$ cat config.mk
export PLATFORM = sky130hd
export DESIGN_NAME = sar_search_8_flat
export DESIGN_NICKNAME = d
export VERILOG_FILES = /design/src/rtl/sar_search_8_if.sv /design/src/rtl/sar_search_8.sv /design/src/flat_wrapper.sv
export SDC_FILE = /design/constraint.sdc
export NUM_CORES = 1
export LEC_CHECK = 0
export ABC_AREA = 1
export CORE_MARGIN = 10
export CORE_UTILIZATION = 31
export DETAILED_ROUTE_END_ITERATION = 6
export GPL_TIMING_DRIVEN = 0
export MAX_ROUTING_LAYER = met4
export PLACE_DENSITY = 0.51
export SETUP_SLACK_MARGIN = 0.15
export SKIP_CTS_REPAIR_TIMING = 1
export SLEW_MARGIN = 15
export SYNTH_ARGS = -nofsm -noshare
export SYNTH_HDL_FRONTEND = slang
export SYNTH_SLANG_ARGS = --single-unit
$ cat constraint.sdc
create_clock -name clk -period 1.6 [get_ports clk]
set_input_delay 0.32 -clock clk [delete_from_list [all_inputs] [get_ports clk]]
set_output_delay 0.32 -clock clk [all_outputs]
set_load 0.01 [all_outputs]
$ cat src/rtl/sar_search_8_if.sv
// Probe/compare handshake bundle between the SAR search controller and its environment.
// The slave modport is the controller; master is whatever drives start/abort and models the comparator.
interface sar_search_8_if #(
    parameter int WIDTH = 8
);
    logic             start;
    logic             abort;
    logic             cmp_ge;
    logic [WIDTH-1:0] probe;
    logic             busy;
    logic             done;
    logic [WIDTH-1:0] result;
    logic             result_valid;

    modport master (
        output start, abort, cmp_ge,
        input  probe, busy, done, result, result_valid
    );

    modport slave (
        input  start, abort, cmp_ge,
        output probe, busy, done, result, result_valid
    );
endinterface

$ cat src/rtl/sar_search_8.sv
// Successive-approximation search: drives the b side of an external a >= b comparator,
// resolving the target MSB first, one bit per trial of CMP_LAT+1 cycles.
module sar_search_8 #(
    parameter int WIDTH   = 8,
    parameter int CMP_LAT = 0
) (
    input  logic        clk,
    input  logic        rst_n,
    sar_search_8_if.slave bus
);
    localparam int IDX_W = (WIDTH > 1) ? $clog2(WIDTH) : 1;
    localparam int CNT_W = (CMP_LAT > 0) ? $clog2(CMP_LAT + 1) : 1;
    localparam logic [IDX_W-1:0] IDX_TOP  = IDX_W'(WIDTH - 1);
    localparam logic [CNT_W-1:0] CNT_LAST = CNT_W'(CMP_LAT);
    localparam logic [WIDTH-1:0] ONE      = WIDTH'(1);

    typedef enum logic [1:0] {
        ST_IDLE  = 2'd0,
        ST_TRIAL = 2'd1,
        ST_DONE  = 2'd2
    } state_t;

    state_t           state_r, state_s;
    logic [WIDTH-1:0] acc_r, acc_s;
    logic [IDX_W-1:0] idx_r, idx_s;
    logic [CNT_W-1:0] cnt_r, cnt_s;
    logic [WIDTH-1:0] result_r, result_s;
    logic             result_valid_r, result_valid_s;
    logic [WIDTH-1:0] probe_r, probe_s;
    logic             busy_r, busy_s;
    logic             done_r, done_s;

    // Next-state, datapath and output decode; outputs are taken from the next state so they can be registered.
    always_comb begin
        state_s        = state_r;
        acc_s          = acc_r;
        idx_s          = idx_r;
        cnt_s          = cnt_r;
        result_s       = result_r;
        result_valid_s = result_valid_r;

        case (state_r)
            ST_IDLE: begin
                if (bus.start) begin
                    state_s        = ST_TRIAL;
                    acc_s          = '0;
                    idx_s          = IDX_TOP;
                    cnt_s          = '0;
                    result_valid_s = 1'b0;
                end else begin
                    state_s = ST_IDLE;
                end
            end
            ST_TRIAL: begin
                // abort outranks a same-edge decision, so a completing trial never reaches DONE
                if (bus.abort) begin
                    state_s = ST_IDLE;
                    cnt_s   = '0;
                end else if (cnt_r != CNT_LAST) begin
                    cnt_s = cnt_r + CNT_W'(1);
                end else begin
                    acc_s[idx_r] = bus.cmp_ge;
                    cnt_s        = '0;
                    if (idx_r == '0) begin
                        state_s        = ST_DONE;
                        result_s       = acc_s;
                        result_valid_s = 1'b1;
                    end else begin
                        idx_s = idx_r - IDX_W'(1);
                    end
                end
            end
            ST_DONE: begin
                state_s = ST_IDLE;
            end
            default: begin
                state_s = ST_IDLE;
            end
        endcase

        probe_s = (state_s == ST_TRIAL) ? (acc_s | (ONE << idx_s)) : '0;
        busy_s  = (state_s == ST_TRIAL);
        done_s  = (state_s == ST_DONE);
    end

    // FSM state register.
    always_ff @(posedge clk or negedge rst_n) begin
        if (!rst_n) begin
            state_r <= ST_IDLE;
        end else begin
            state_r <= state_s;
        end
    end

    // Search datapath and registered outputs.
    always_ff @(posedge clk or negedge rst_n) begin
        if (!rst_n) begin
            acc_r          <= '0;
            idx_r          <= '0;
            cnt_r          <= '0;
            result_r       <= '0;
            result_valid_r <= 1'b0;
            probe_r        <= '0;
            busy_r         <= 1'b0;
            done_r         <= 1'b0;
        end else begin
            acc_r          <= acc_s;
            idx_r          <= idx_s;
            cnt_r          <= cnt_s;
            result_r       <= result_s;
            result_valid_r <= result_valid_s;
            probe_r        <= probe_s;
            busy_r         <= busy_s;
            done_r         <= done_s;
        end
    end

    assign bus.probe        = probe_r;
    assign bus.busy         = busy_r;
    assign bus.done         = done_r;
    assign bus.result       = result_r;
    assign bus.result_valid = result_valid_r;
endmodule

$ cat src/flat_wrapper.sv
// flat-port wrapper written by rule: the top's interface ports become plain ports
module sar_search_8_flat 
#(
    parameter int WIDTH   = 8,
    parameter int CMP_LAT = 0
)
  (clk, rst_n, bus_start, bus_abort, bus_cmp_ge, bus_probe, bus_busy, bus_done, bus_result, bus_result_valid);
  sar_search_8_if #(.WIDTH(WIDTH)) bus_i ();
  input  logic clk;
  input  logic rst_n;
  input wire logic [$bits(bus_i.start)-1:0] bus_start;
  input wire logic [$bits(bus_i.abort)-1:0] bus_abort;
  input wire logic [$bits(bus_i.cmp_ge)-1:0] bus_cmp_ge;
  output wire logic [$bits(bus_i.probe)-1:0] bus_probe;
  output wire logic [$bits(bus_i.busy)-1:0] bus_busy;
  output wire logic [$bits(bus_i.done)-1:0] bus_done;
  output wire logic [$bits(bus_i.result)-1:0] bus_result;
  output wire logic [$bits(bus_i.result_valid)-1:0] bus_result_valid;
  assign bus_i.start = bus_start;
  assign bus_i.abort = bus_abort;
  assign bus_i.cmp_ge = bus_cmp_ge;
  assign bus_probe = bus_i.probe;
  assign bus_busy = bus_i.busy;
  assign bus_done = bus_i.done;
  assign bus_result = bus_i.result;
  assign bus_result_valid = bus_i.result_valid;
  sar_search_8 #(.WIDTH(WIDTH), .CMP_LAT(CMP_LAT)) u_core (.clk(clk), .rst_n(rst_n), .bus(bus_i));
endmodule
After elaboration in Yosys (flattened, before gate mapping)
Cells that the tools add are included.
Word-level totals
  bits in registers: 33
  output and inout port bits: 19
  logic and storage cells: 57
Operators by class
  $add $sub $neg: 2
  $lt $le $gt $ge: 2
  equality and inequality tests: 7
  shifts and indexed selects: 1
  muxes and demuxes: 26
  bitwise logic cells: 3
  reductions and logical operators: 7
Operator list (count)
  $mux W8: 4
  $pmux W8 S2: 1
  $mux W3: 4
  $bwmux W8: 1
  $mux W1: 8
  $or A8 B8 Y8: 1
  $shl A1 B3 Y8 const A: 1
  $mux W2: 3
  $ne A2 B2 Y1 const B: 3
  $pmux W3 S2: 1
  $reduce_and A5 Y1: 1
  $eq A2 B1 Y1 const B: 2
  $lt A3 B4 Y1 const B: 1
  $pmux W1 S2: 2
  $pmux W2 S2: 1
  $reduce_and A4 Y1: 1
  $demux W1 S3: 1
  $ge A3 B1 Y1 const B: 1
  $logic_not A3 Y1: 1
  $sub A3 B1 Y3 const B: 1
  $eq A2 B2 Y1 const B: 1
  $logic_not A2 Y1: 1
  $ne A2 B1 Y1 const B: 1
  $not A1 Y1: 2
  4 further kinds: 4

Logic depth before layout (Yosys ltp)
  depth after elaboration: 10
  depth in mapped cells: 9
  mapped depth without buffers: 9

Worst setup path before layout
No wires, ideal clock.
  kind: register to register
  start point: register u_core.idx_r[1]
  end point: register u_core.result_r[1], in the netlist u_core.bus.result[1]
  library setup time: 0.123 ns
  data arrival time: 1.342 ns
  data required time: 1.477 ns
  slack: 0.135 ns
  cell stages (with the launch flop): 9
  path buffers: 1
  path through: dfrtp_1 inv_1 ha_1 nand2_4 nor2_4 inv_2 buf_4 nand2_1 o21ai_2
On the way
  word-level cells in the longest chain between the ends: 5
  elaborated cells between the ends (all ways): 8
  classes of those cells: order compare: 2; mux: 3; reduce/logical: 3
Ends and longest elaborated chain
  from (decl): line sar_search_8.sv:25  | logic [IDX_W-1:0] idx_r, idx_s;
  from (signal assigned): line sar_search_8.sv:108  | idx_r <= idx_s;
  $lt A3 B4 Y1 (not written as such) or $ge A3 B1 Y1 (tied branches): line sar_search_8.sv:62  | acc_s[idx_r] = bus.cmp_ge;
  $logic_and A1 B1 Y1 (not written as such): line sar_search_8.sv:62
  $mux W1 (not written as such): line sar_search_8.sv:62
  $demux W1 S3
  $bwmux W8: line sar_search_8.sv:62
  to (signal assigned): line sar_search_8.sv:110  | result_r <= result_s;
  to (decl): line sar_search_8.sv:27  | logic [WIDTH-1:0] result_r, result_s;
Several ways; a longest one is shown, not always the timed one.
A chain may end at the register's enable or synchronous reset.

Worst setup path after layout
  start point: register u_core.idx_r[0]
  end point: register u_core.probe_r[4], in the netlist u_core.bus.probe[4]
On the way
  elaborated cells between the ends (all ways): 24
  classes of those cells: add/sub: 1; order compare: 2; eq/ne: 1; shift: 1; mux: 16; bitwise: 1; reduce/logical: 2
RTL lines
  $sub A3 B1 Y3 or $logic_not A3 Y1 (tied branches): line sar_search_8.sv:69, sar_search_8.sv:64
  $mux W3 (*): line sar_search_8.sv:64  | if (idx_r == '0) begin
  $mux W3 (*): line sar_search_8.sv:59  | end else if (cnt_r != CNT_LAST) begin
  $mux W3 (*): line sar_search_8.sv:56  | if (bus.abort) begin
  $pmux W3 S2 (*): line sar_search_8.sv:42  | case (state_r)
  net u_core.idx_s[2]: line sar_search_8.sv:25
  $shl A1 B3 Y8 (*): line sar_search_8.sv:81  | probe_s = (state_s == ST_TRIAL) ? (acc_s | (ONE << idx_s)) : '0;
  $or A8 B8 Y8 (*): line sar_search_8.sv:81
  $mux W8 (*): line sar_search_8.sv:81
  net u_core.probe_s[4]: line sar_search_8.sv:29  | logic [WIDTH-1:0] probe_r, probe_s;
  to (signal assigned): line sar_search_8.sv:112  | probe_r <= probe_s;
  to (decl): line sar_search_8.sv:29
Mark *: on every way through the listed nets, which the timed path passes. The rest lies on a longest branch.

==> results.sh <==
export IMPL_yosysTopAreaCell="dfrtp_1"
export IMPL_dp_worst_setup_slack_ps=-303
export IMPL_hold_class="primary input to asynchronous set/reset pin"
export IMPL_critPathRequiredTime_ps=1810
export IMPL_crit_fanout=5
export IMPL_combPwrFrac=0.487
export IMPL_fin_crit_ps=1500
export IMPL_firstDrtPassIters=4
export IMPL_antenna_left=0
export IMPL_routed_wl_um=3930
export IMPL_powerDensity_mw_per_mm2=1640
export IMPL_grt_pass1_wl_um=6370
export IMPL_core_area_mm2=0.00475
export IMPL_fin_crit_sh=0.939
export IMPL_rsz0062_at_grt="true"
export IMPL_start_kind="register"
export IMPL_switching_power_w=0.00145
export IMPL_holdWs_ps=84.6
export IMPL_r2r_slack_ps=100
export IMPL_cts_num_sinks=32
export IMPL_fmaxAchievable_mhz=666
export IMPL_synth_nets=190
export IMPL_die_w_um=90.4
export IMPL_grt_ovfl_total=0
export IMPL_grt_max_degree=33
export IMPL_slew_headroom=0.527
export IMPL_seqPwrFrac=0.338
export IMPL_grt_pass1_vias=1274
export IMPL_total_power_w=0.00363
export IMPL_drive_gt1_frac=0.292
export IMPL_start_util=0.323
export IMPL_grtUsageTotal=0.0966
export IMPL_io_buffers=23
export IMPL_clock_root_buffer="clkbuf_8"
export IMPL_cts_tree="yes"
export IMPL_yosysUniqueCellTypes=21
export IMPL_syn_area_per_cell_um2=8.40
export IMPL_clkLatencyLatePin_ps=280
export IMPL_end_kind="register"
export IMPL_yosys_register_bits=32
export IMPL_p_int_w=0.00218
export IMPL_dp_hpwl_um=2700
export IMPL_synth_top_area_share=0.521
export IMPL_maxSlewViolCount=0
export IMPL_yosysWarnings=0
export IMPL_cts_buffers=5
export IMPL_path_class="register to register"
export IMPL_seq_area_frac_synth=0.521
export IMPL_area_delta_synth_final_pct=44.0
export IMPL_drt_iter0_markers=87
export IMPL_cts_max_level=2
export IMPL_clk_pin_slew_ps=70
export IMPL_synthTopCellsByArea="dfrtp_1 (52%), nand2_1 (13%), nand3_1 (6.5%)"
export IMPL_diodes=0
export IMPL_worst_slack_ps=98.2
export IMPL_place_area_mm2=0.00185
export IMPL_synth_area_mm2=0.00154
export IMPL_num_vias=1309
export IMPL_drc=0
export IMPL_worstMarginPinSlew_ps=710
export IMPL_p_leak_nw=1.29
export IMPL_grt_antenna_before_repair=0
export IMPL_final_area_mm2=0.00221
export IMPL_layout_nets=232
export IMPL_arrival_ps=1710
export IMPL_finalClockSkew_ps=2.67
export IMPL_setup_viol=0
export IMPL_synth_cells=183
export IMPL_viasPerCell=4.47
export IMPL_io_pins=24
export IMPL_wl_per_cell_um=13.4
export IMPL_status="finished clean"
export IMPL_gp_congestion=0.804
export IMPL_die_h_um=90.4
export IMPL_ir_drop_mv=0.788
export IMPL_hold_viol=0
export IMPL_pwr_share_clk=0.176
export IMPL_rows=25
export IMPL_clockBufferDepth=2
export IMPL_die_area_mm2=0.00817
export IMPL_drv_cap=0
export IMPL_finalSetupTns_ps=0
export IMPL_swShare=0.400
through the flow:
stage                     cells   util
after global placement      273  0.390
after detailed placement    273  0.389
after floorplan             183      -
after global routing        293  0.465
final                       293  0.465
after CTS                   281  0.408
registers in the layout, indices dropped and copies added, names as in the netlist:
register / count
u_core.bus.done: 1
u_core.state_r: 2
u_core.bus.probe: 8
u_core.bus.busy: 1
u_core.bus.result_valid: 1
u_core.idx_r: 3
u_core.acc_r: 8
u_core.bus.result: 8
cell usage after synthesis (all sizes together):
| cell | count |
|---|---|
| ha | 2 |
| nand3 | 21 |
| a21oi | 13 |
| nand2 | 54 |
| buf | 1 |
| a21boi | 3 |
| nor2 | 10 |
| dfrtp | 32 |
| o211ai | 2 |
| o21a | 1 |
| o21ai | 16 |
| inv | 28 |
worst paths after layout:
path | start | endpoint | depth (start not counted)
min in group clk | u_core.bus.result[2]$_DFFE_PN0P_ | u_core.bus.result[2]$_DFFE_PN0P_ | 2
setup reg to reg | u_core.idx_r[0]$_DFF_PN0_ | u_core.bus.probe[4]$_DFF_PN0_ | 8
hold / removal | rst_n | u_core.bus.result[7]$_DFFE_PN0P_ | 1
max in group asynchronous | rst_n | u_core.idx_r[2]$_DFF_PN0_ | 1
setup / recovery | u_core.idx_r[0]$_DFF_PN0_ | u_core.bus.probe[4]$_DFF_PN0_ | 8
hold reg to reg | u_core.bus.result[2]$_DFFE_PN0P_ | u_core.bus.result[2]$_DFFE_PN0P_ | 2
kinds of logic (layout without fill, tap and decap cells):
kind of cell,after synthesis,count (layout),share of synthesized area
AND/OR/NAND/NOR,85,85,0.251
AO/OA/AOI/OAI,35,35,0.138
flip-flops,32,32,0.521
buffers and inverters,29,72,0.0733
adder cells (fa/ha/maj),2,2,0.0163
layout by cell type (no fill, tap or decap), types with 5 or more instances in the layout:
master           n
nand3_2          5
nand2_1         48
a21oi_1          9
dlymetal6s2s_1  20
dfrtp_1         28
inv_2            7
inv_1           18
nand3_1         15
nor2_4           5
buf_4           13
o21ai_2          5
clkbuf_8         6
nand2_2          5
o21ai_0          6
per-layer routing:
| metal | wire length, µm | GRT usage | share of wire | up-vias |
|---|---|---|---|---|
| li1 | - | - | - | 670 |
| met1 | 1930 | 0.124 | 0.49 | 608 |
| met2 | 1740 | 0.135 | 0.44 | 28 |
| met5 | 0 | - | 0 | - |
| met3 | 238 | 0.0324 | 0.061 | 3 |
| met4 | 27 | 0.0398 | 0.0069 | 0 |
power groups by stage:
stage / Clock (W) / Combinational [W] / Sequential, W
final: 0.000638 / 0.00177 / 0.00123
after global routing: 0.000687 / 0.00194 / 0.00126
after CTS: 0.000660 / 0.00139 / 0.00124
after detailed placement: 0 / 0.00138 / 0.00125
after global placement: 0 / 0.00138 / 0.00124
after floorplan: 0 / 0.000746 / 0.00130
area by class of cell:
class                      instances  area (µm²)
buffer                             1        7.51
clock buffer                       6        82.6
clock inverter                     2        10.0
fill                             472        2540
inverter                          28         113
multi-input combinational        122         744
sequential                        32         806
tap                               67        83.8
timing repair buffer              35         365
worst max-delay path, stage by stage, from the launching register on:
cell	delay, ps
dfrtp_2	440
inv_4	110
ha_4	130
inv_2	40
nor2_4	100
nand3_2	110
a21oi_4	250
nand3_2	100
a21oi_2	140
No activity file was read; power rests on OpenSTA's default activity.
